$ cat config.mk
export PLATFORM = sky130hd
export DESIGN_NAME = nat_join_4
export DESIGN_NICKNAME = d
export VERILOG_FILES = /design/src/rtl/nat_join_4.sv
export SDC_FILE = /design/constraint.sdc
export NUM_CORES = 1
export LEC_CHECK = 0
export CORE_MARGIN = 1
export CORE_UTILIZATION = 35
export CTS_CLUSTER_DIAMETER = 150
export CTS_CLUSTER_SIZE = 12
export DETAILED_ROUTE_END_ITERATION = 8
export PLACE_DENSITY_LB_ADDON = 0.25
export SLEW_MARGIN = 20
export SYNTH_ARGS = -nofsm -noshare
export SYNTH_HDL_FRONTEND = slang
export SYNTH_SLANG_ARGS = --single-unit
$ cat constraint.sdc
create_clock -name clk -period 4.09 [get_ports clk]
set_input_delay 0.818 -clock clk [delete_from_list [all_inputs] [get_ports clk]]
set_output_delay 0.818 -clock clk [all_outputs]
set_load 0.01 [all_outputs]
$ cat src/rtl/nat_join_4.sv
// rtl/nat_join_4.sv - four-way drive/free token join with overrun and skew checking
module nat_join_4 #(
    parameter int unsigned FREE_DLY = 2,
    parameter int unsigned SKEW_MAX = 0
) (
    input  logic       clk,
    input  logic       rst,
    input  logic       i_drive0,
    input  logic       i_drive1,
    input  logic       i_drive2,
    input  logic       i_drive3,
    input  logic       i_freeNext,
    output logic       o_driveNext,
    output logic       o_free0,
    output logic       o_free1,
    output logic       o_free2,
    output logic       o_free3,
    output logic [3:0] o_pending,
    output logic       o_err
);

    typedef enum logic [2:0] {
        COLLECT   = 3'd0,
        FIRE      = 3'd1,
        WAIT_FREE = 3'd2,
        DELAY     = 3'd3,
        RELEASE   = 3'd4
    } state_t;

    localparam logic [3:0]  DLY     = 4'(FREE_DLY);
    localparam logic [15:0] SKEW    = 16'(SKEW_MAX);
    localparam logic        SKEW_EN = (SKEW_MAX != 0);

    state_t      state;
    state_t      stateNext;
    logic [3:0]  drive;
    logic [3:0]  pend;
    logic [3:0]  dlyCnt;
    logic [15:0] skewCnt;
    logic        err;
    logic        allIn;
    logic        overrun;
    logic        badDrive;
    logic        badFree;
    logic        skewRun;
    logic        skewHit;

    assign drive = {i_drive3, i_drive2, i_drive1, i_drive0};

    // The completing arrival is seen combinationally so a same-cycle full set fires at once.
    assign allIn    = (state == COLLECT) && ((pend | drive) == 4'hF);
    assign overrun  = (state == COLLECT) && ((drive & pend) != 4'h0);
    assign badDrive = (state != COLLECT) && (drive != 4'h0);
    assign badFree  = (state != WAIT_FREE) && i_freeNext;
    assign skewRun  = (state == COLLECT) && (pend != 4'h0) && !allIn;
    assign skewHit  = SKEW_EN && skewRun && (skewCnt != 16'hFFFF) && ((skewCnt + 16'd1) == SKEW);

    always_ff @(posedge clk or negedge rst) begin
        if (!rst) begin
            state <= COLLECT;
        end else begin
            state <= stateNext;
        end
    end

    always_comb begin
        stateNext = state;
        case (state)
            COLLECT:   if (allIn) stateNext = FIRE;
            FIRE:      stateNext = WAIT_FREE;
            WAIT_FREE: if (i_freeNext) stateNext = (DLY == 4'd0) ? RELEASE : DELAY;
            DELAY:     if (dlyCnt == 4'd1) stateNext = RELEASE;
            RELEASE:   stateNext = COLLECT;
            default:   stateNext = COLLECT;
        endcase
    end

    // pend is dropped at the completing edge so o_pending already reads 0 during FIRE.
    always_ff @(posedge clk or negedge rst) begin
        if (!rst) begin
            pend    <= 4'h0;
            dlyCnt  <= 4'd0;
            skewCnt <= 16'd0;
            err     <= 1'b0;
        end else begin
            if (allIn) begin
                pend <= 4'h0;
            end else if (state == COLLECT) begin
                pend <= pend | drive;
            end

            if (state == WAIT_FREE && i_freeNext) begin
                dlyCnt <= DLY;
            end else if (state == DELAY) begin
                dlyCnt <= dlyCnt - 4'd1;
            end

            if (allIn) begin
                skewCnt <= 16'd0;
            end else if (skewRun && skewCnt != 16'hFFFF) begin
                skewCnt <= skewCnt + 16'd1;
            end

            err <= err | overrun | badDrive | badFree | skewHit;
        end
    end

    always_comb begin
        o_driveNext = (state == FIRE);
        o_free0     = (state == RELEASE);
        o_free1     = (state == RELEASE);
        o_free2     = (state == RELEASE);
        o_free3     = (state == RELEASE);
        o_pending   = pend;
        o_err       = err;
    end

endmodule
Yosys cells after proc, flatten, opt, wreduce, memory -nomap -nowiden. Index checks and enable logic that the tools add are counted.

$add $sub $neg: 1. Equality and inequality tests: 10. Muxes and demuxes: 8. Bitwise operators: 5. Reduce and logical (&&, ||, !) cells: 12.

Operators with widths (number): 4-bit 2-to-1 mux (4); 3-bit case mux with 4 select lines (1); 3-bit 2-to-1 mux (3); 4-bit nonzero test (2); 3-bit by 2-bit equality test with 1-bit output (second input constant) (2); 2-bit inequality test (second input constant) (3); 1-bit logical AND (5); 4-bit AND (1); 4-bit by 1-bit equality test with 1-bit output (second input constant) (1); 4-bit equality test (second input constant) (1); 4-bit bitwise OR (1); 2-bit nonzero test (2); 4-bit by 1-bit subtractor with 4-bit output (second input constant) (1); 3-bit by 1-bit equality test with 1-bit output (second input constant) (1); 3-bit equality test (second input constant) (1); 3-bit logical NOT (1); 3-bit by 2-bit inequality test with 1-bit output (second input constant) (1); 1-bit bitwise OR (3); 3-bit AND reduction (1); 3-bit nonzero test (1).

Register bits: 12. Input port bits: 7. Output and inout port bits: 10. Word-level logic and storage cells: 40.

Logic depth before layout (Yosys ltp). Gate-level depths: netlist of run 1.

Depth after elaboration: 6. Mapped depth: 5. Mapped depth without buffers: 5.

Worst setup path before layout of run 1. Ideal clock, no wire load.

Path kind: reg-to-output. Start point: register state[0]. End point: output port o_free1. Arrival time: 1048 ps. Data required time: 3272 ps. Path slack: 2224 ps. Cell stages (with the launch flop): 5. Path buffers: 2. Path through: dfrtp_1 -> clkbuf_1 -> nor2_1 -> and2_1 -> buf_4.

Longest elaborated chain between the ends: 1.

RTL lines: start: declaration (line 34) `state_t state;`; start signal: assignment (line 62) `state <= stateNext;`; 3-bit equality test; end: declaration (line 15) `output logic o_free1,`.

Every way passes these cells.

Worst setup path in the final report of run 1.
Start point: register state[0]. End point: output port o_free0.

Longest elaborated chain between the ends: 1.

RTL lines: 3-bit equality test (line 110) `o_free0 = (state == RELEASE);`; end: declaration (line 14) `output logic o_free0,`.

Every way passes these cells.

==> flow_metrics.py, run 1 <==
metrics = {
    "timing": {
        "setup_viol": 0,
        "maxSlewHeadroom_pct": 64.5,
        "slew_viol_final": 0,
        "max_freq_ghz": 0.398,
        "period_share_pct": 61.4,
        "fin_setup_tns_ns": 0,
        "rsz0062_at_grt": "no",
        "final_hold_viol_count": 0,
        "tightestPinTransition_ns": 0.531,
        "min_period_ns": 2.51,
        "fin_skew_ns": 0.00235,
        "final.setup.worst_slack_ns": 1.58,
    },
    "route": {
        "via_per_inst": 5.12,
        "dr.first_iter.drc_count": 12,
        "wirelength_mm": 1.30,
        "dr.pass1.iters": 4,
        "wire_per_inst_um": 12.5,
        "ant_nets": 0,
        "vias": 532,
        "drc_errors": 0,
    },
    "logic_synthesis": {
        "muxShareOfSynthArea_pct": 1.68,
        "syn_inst": 66,
        "synth_top_family_by_area": "simple AND/OR/NAND/NOR gates",
        "synthAdderAreaFrac_pct": 3.74,
        "synth_cell_types": 31,
        "synth_seq_cells": 12,
        "synthXorXnorAreaFrac_pct": 0,
        "synth_seq_area_share_pct": 44.9,
        "syn_area_um2": 669,
        "yosys_warnings": 0,
        "synth-simple-area-share_pct": 23.2,
        "synthesis.nets": 75,
        "synth_compound_area_share_pct": 18.5,
        "synth_area_per_cell_um2": 10.1,
    },
    "cts": {
        "cts_buffers": 3,
        "cts.hold.buffers_added": 0,
        "cts_tree": "built",
        "clk_latency_ns": 0.27,
        "clkTransAtPathRegs_ns": 0.07,
        "max-clock-path-buffers": 2,
        "cts_setup_buffers": 0,
        "h-tree-depth": 1,
        "cts_num_sinks": 12,
        "cts-resized-gates": 0,
        "cts-root-buf": "clkbuf_4",
    },
    "floorplan": {
        "pin_count": 17,
        "die_w_um": 45.7,
        "die_h_um": 45.7,
        "start_util_pct": 37.9,
        "dieArea_mm2": 0.00209,
        "core_mm2": 0.00176,
        "row_count": 15,
    },
    "power_and_ir_drop": {
        "sw_frac_of_total_pct": 39.0,
        "p_leak_nw": 0.333,
        "netSwitchingPower_mw": 0.223,
        "total_power_mw": 0.573,
        "ir_drop_mv": 0.310,
        "combPwrFrac_pct": 44.4,
        "p_int_mw": 0.350,
        "p_clk_share_pct": 12.4,
        "power.density_mw_per_mm2": 681,
        "pwr-share-seq_pct": 43.2,
    },
    "global_route": {
        "grt_overflow": 0,
        "grt_max_degree": 15,
        "grt_pass1_wl_mm": 2.23,
        "antenna_found_initial": 0,
        "grt_pass1_vias": 515,
        "grt_usage_pct": 15.2,
    },
    "run_status": {
        "run_status": "completed",
    },
    "final_layout": {
        "nets": 90,
        "area_growth_pct": 25.6,
        "insertedDiodeCount": 0,
        "final_common_cell": "clkdlybuf4s50_1",
        "layout-drive-gt1-share_pct": 10.1,
        "stdcell_count": 104,
        "final_cell_mix": "clkdlybuf4s50_1, dfrtp_1, o21ai_0, nor2_1, a21oi_1",
    },
    "worst_setup_path": {
        "end_kind": "primary output",
        "required_ns": 3.27,
        "setup.worst_path.start_class": "flop",
        "arrival_ns": 1.69,
        "crit_fanout": 14,
        "path_class": "reg -> out",
    },
    "place": {
        "post-place-ws_ns": 1.87,
        "numPortBuffers": 16,
        "hpwlAfterDp_um": 973,
        "dp_cells": 101,
        "place_congestion": 0.739,
    },
    "hold_path": {
        "hold_path_class": "reg -> reg",
    },
    "run": {
        "cap_violations": 0,
    },
}
[final cells by class]
class	count	area, um2
fillers	182	923
flip-flops and latches	12	300
clock buffers	3	22.5
well taps	25	31.3
inverters	3	11.3
multi-input cells	45	315
repair buffers	16	160
[routing by layer]
layer / vias to the layer above / global-route usage [%] / part of all wire, %
met3: 2 / 3.97 / 4.6
met1: 248 / 21.1 / 49
li1: 271 / - / -
met4: 0 / 8.82 / 1.5
met5: - / 0 / 0
met2: 11 / 21.1 / 45
[metrics by stage]
step / hold WS, ns / util [%] / cell area [um2]
after detailed placement: 0.511 / 46.4 / 818
final: 0.513 / 47.7 / 841
after CTS: 0.520 / 47.7 / 841
after global routing: 0.549 / 47.7 / 841
after global placement: 0.495 / 46.4 / 818
after floorplan: 0.471 / - / 669
[sequential cells by signal, indices dropped and copies added, names as in the netlist]
| signal | cells |
|---|---|
| dlyCnt | 4 |
| state | 3 |
| o_pending | 4 |
| o_err | 1 |
[synth_stat cells]
| cell type | n | area, um2 |
|---|---|---|
| a211oi_1 | 1 | 7.51 |
| a21o_1 | 1 | 7.51 |
| a21oi_1 | 5 | 25.0 |
| a221oi_2 | 1 | 15.0 |
| a22o_1 | 2 | 17.5 |
| a32oi_1 | 1 | 8.76 |
| and2_1 | 1 | 6.26 |
| buf_2 | 1 | 5.00 |
| buf_4 | 3 | 22.5 |
| buf_6 | 1 | 11.3 |
| clkbuf_1 | 1 | 3.75 |
| dfrtp_1 | 12 | 300 |
| ha_1 | 2 | 25.0 |
| inv_1 | 3 | 11.3 |
| mux2_2 | 1 | 11.3 |
| nand3b_1 | 1 | 7.51 |
| nand4_1 | 1 | 6.26 |
| nor2_1 | 6 | 22.5 |
| nor2b_1 | 1 | 6.26 |
| nor3_1 | 2 | 10.0 |
| nor3_2 | 1 | 10.0 |
| nor3b_1 | 2 | 15.0 |
| nor4b_1 | 1 | 8.76 |
| nor4bb_1 | 1 | 10.0 |
| o21ai_0 | 6 | 30.0 |
| o22ai_1 | 2 | 12.5 |
| or2_2 | 1 | 6.26 |
| or3_4 | 1 | 11.3 |
| or3b_1 | 1 | 8.76 |
| or4_1 | 2 | 15.0 |
| or4bb_1 | 1 | 11.3 |
[kinds of logic (layout without fill, tap and decap cells)]
kind of cell	after synthesis	count (layout)
buffers and inverters	9	22
adders and majority gates	2	2
DFF	12	12
muxes	1	1
and+or+nand+nor	23	23
AOI/OAI and AO/OA	19	19
[worst max-delay path: stages (launching register included)]
cell and delay, ns:
dfrtp_1 0.51, nor2_1 0.17, and2_1 0.19, clkdlybuf4s50_1 0.55
[power by group through the flow]
| stage | clock, mW | sequential, mW | combinational, mW |
|---|---|---|---|
| after CTS | 0.0739 | 0.247 | 0.258 |
| after global placement | 0 | 0.247 | 0.255 |
| after global routing | 0.0798 | 0.261 | 0.286 |
| final | 0.0710 | 0.247 | 0.255 |
| after detailed placement | 0 | 0.249 | 0.256 |
| after floorplan | 0 | 0.224 | 0.193 |
[path summary, 6_finish.rpt]
kind                                  startpoint                  endpoint  slack, ns  depth (start not counted)
setup reg to reg            state[2]$_DFFE_PN0P_           o_err$_DFF_PN0_       2.57                          3
hold reg to reg            dlyCnt[3]$_DFFE_PN0P_      state[2]$_DFFE_PN0P_       0.51                          1
hold / removal             dlyCnt[3]$_DFFE_PN0P_      state[2]$_DFFE_PN0P_       0.51                          1
min in group asynchronous                    rst  o_pending[3]$_DFFE_PN0P_       0.89                          1
setup / recovery            state[0]$_DFFE_PN0P_                   o_free0       1.58                          3
max in group asynchronous                    rst     dlyCnt[2]$_DFFE_PN0P_       2.84                          1
Note: power is estimated with default switching activity, not from simulation.
==> run 2, diff against run 1 <==
==> constraint.sdc (replaced) <==
create_clock -name clk -period 2.4 [get_ports clk]
set_input_delay 0.48 -clock clk [delete_from_list [all_inputs] [get_ports clk]]
set_output_delay 0.48 -clock clk [all_outputs]
set_load 0.01 [all_outputs]
==> results of run 2 <==
Same layout as run 1 (identical final DEF). Status: completed.
Among the figures that moved: final weighted congestion in routability-driven placement 0.739 -> 0.738; setup slack after placement 1.87 ns -> 0.522 ns; setup slack after layout 1.58 ns -> 0.228 ns; register-to-register setup slack 2.57 ns -> 0.88 ns; total power 0.573 mW -> 0.976 mW; worst IR drop on VDD 0.310 mV -> 0.529 mV
==> run 3, diff against run 2 <==
--- a/config.mk
+++ b/config.mk
@@ -11,6 +11,7 @@
 export CTS_CLUSTER_SIZE = 12
 export DETAILED_ROUTE_END_ITERATION = 8
 export PLACE_DENSITY_LB_ADDON = 0.25
+export RECOVER_POWER = 50
 export SLEW_MARGIN = 20
 export SYNTH_ARGS = -nofsm -noshare
 export SYNTH_HDL_FRONTEND = slang
==> run 3 against run 2 <==
Die area stayed put. Via count up 2.4%. Register-to-register slack lost 0.05 ns. Setup slack got worse by 0.0029 ns. Count of clock-buffer cells in the layout unchanged. Maximum frequency down 0.13%. Sequential power hardly changed. First-iteration DRC count down 8.3%. Combinational power fell by 0.9%. Critical path type unchanged. Highest routed layer unchanged.
==> flow_metrics.py, run 3 (synthesized netlist as in run 1, its figures left out) <==
metrics = {
    "run_status": {
        "run_status": "completed",
    },
    "place": {
        "numPortBuffers": 16,
        "dp_cells": 101,
        "place_congestion": 0.738,
        "hpwlAfterDp_um": 973,
        "dpl_cell_area_um2": 818,
        "post-place-ws_ns": 0.522,
    },
    "global_route": {
        "grt_pass1_vias": 515,
        "grt_max_degree": 15,
        "grt_overflow": 0,
        "grt_usage_pct": 15.2,
        "grt_pass1_wl_mm": 2.23,
        "antenna_found_initial": 0,
    },
    "worst_setup_path": {
        "path_class": "reg -> out",
        "crit_fanout": 14,
        "r2r_cells": 3,
        "required_ns": 1.92,
        "crit_family": "buffers and inverters",
        "crit_buf_inv": 1,
        "arrival_ns": 1.69,
        "end_kind": "primary output",
        "crit_slowest_cell": "clkdlybuf4s50_1",
        "setup.worst_path.start_class": "flop",
        "cp_cell_sequence": "nor2_1 -> and2_1 -> clkdlybuf4s50_1",
        "cp.depth": 3,
        "crit_path_max_incr_delay_ns": 0.55,
    },
    "floorplan": {
        "core_mm2": 0.00176,
        "pin_count": 17,
        "row_count": 15,
        "dieArea_mm2": 0.00209,
        "start_util_pct": 37.9,
        "die_h_um": 45.7,
        "die_w_um": 45.7,
    },
    "final_layout": {
        "final_cell_mix": "clkdlybuf4s50_1, dfrtp_1, o21ai_0, nor2_1, a21oi_1",
        "final_common_cell": "clkdlybuf4s50_1",
        "nFillCells": 182,
        "layout-drive-gt1-share_pct": 8.86,
        "insertedDiodeCount": 0,
        "final_area_um2": 836,
        "final_util_pct": 47.4,
        "stdcell_count": 104,
        "area_growth_pct": 24.9,
        "nets": 90,
    },
    "timing": {
        "tightestPinTransition_ns": 0.534,
        "maxSlewHeadroom_pct": 64.3,
        "rsz0062_at_grt": "no",
        "max_freq_ghz": 0.460,
        "setup_viol": 0,
        "period_share_pct": 90.6,
        "fin_setup_tns_ns": 0,
        "final.setup.worst_slack_ns": 0.225,
        "fin_skew_ns": 0.00302,
        "min_period_ns": 2.17,
        "hold_slack_ns": 0.513,
        "final_hold_viol_count": 0,
        "slew_viol_final": 0,
    },
    "cts": {
        "cts-root-buf": "clkbuf_4",
        "clk_latency_ns": 0.27,
        "cts_setup_buffers": 0,
        "cts_tree": "built",
        "h-tree-depth": 1,
        "cts-resized-gates": 0,
        "cts_num_sinks": 12,
        "clkTransAtPathRegs_ns": 0.07,
        "cts.hold.buffers_added": 0,
        "max-clock-path-buffers": 2,
        "cts_buffers": 3,
    },
    "hold_path": {
        "hold_path_class": "reg -> reg",
        "hold_depth": 1,
    },
    "route": {
        "dr.pass1.iters": 4,
        "wire_per_inst_um": 12.4,
        "drc_errors": 0,
        "wirelength_mm": 1.29,
        "dr.first_iter.drc_count": 11,
        "via_per_inst": 5.24,
        "ant_nets": 0,
        "vias": 545,
    },
    "power_and_ir_drop": {
        "total_power_mw": 0.973,
        "p_leak_nw": 0.333,
        "ir_drop_mv": 0.523,
        "power.density_mw_per_mm2": 1160,
    },
    "run": {
        "cap_violations": 0,
    },
}
run 3: cell count changes in the layout (fill, tap and decap cells not counted), sizes merged:
| cell | previous run | this run |
|---|---|---|
| dlygate4sd3 | 0 | 1 |
| clkdlybuf4s50 | 16 | 15 |
run 3: power breakdown:
part           switching (mW)  internal, mW
clock                  0.0630        0.0581
sequential              0.131         0.292
combinational           0.184         0.245
total                   0.378         0.595
run 3: worst paths after layout:
path | start | endpoint | slack, ns
max | state[0]$_DFFE_PN0P_ | o_free0 | 0.23
min | dlyCnt[3]$_DFFE_PN0P_ | state[2]$_DFFE_PN0P_ | 0.51
max reg2reg | state[2]$_DFFE_PN0P_ | o_pending[0]$_DFFE_PN0P_ | 0.83
min reg2reg | dlyCnt[3]$_DFFE_PN0P_ | state[2]$_DFFE_PN0P_ | 0.51
max in group asynchronous | rst | dlyCnt[2]$_DFFE_PN0P_ | 1.42
min in group asynchronous | rst | o_pending[3]$_DFFE_PN0P_ | 0.62
run 3: metal layers:
layer | wire length [um] | GRT usage (%) | part of all wire (%) | vias to the layer above
met1 | 632 | 21.1 | 49 | 252
met2 | 565 | 21.1 | 44 | 17
met4 | 21 | 8.82 | 1.6 | 0
li1 | - | - | - | 272
met5 | 0 | 0 | 0 | -
met3 | 67 | 3.97 | 5.2 | 4
run 3: worst register-to-register path, delay by kind of cell (launching register included):
family           cells  cell delay [ns]
DFF                  1             0.49
and+or+nand+nor      3             0.95
run 3: final cells by class:
class,count,area (um2),share of cell area [%]
Clock buffer,3,22.5,2.69
Inverter,3,11.3,1.35
Multi-Input combinational cell,45,310,37.1
Timing Repair Buffer,16,160,19.2
Tap cell,25,31.3,3.74
Sequential cell,12,300,35.9
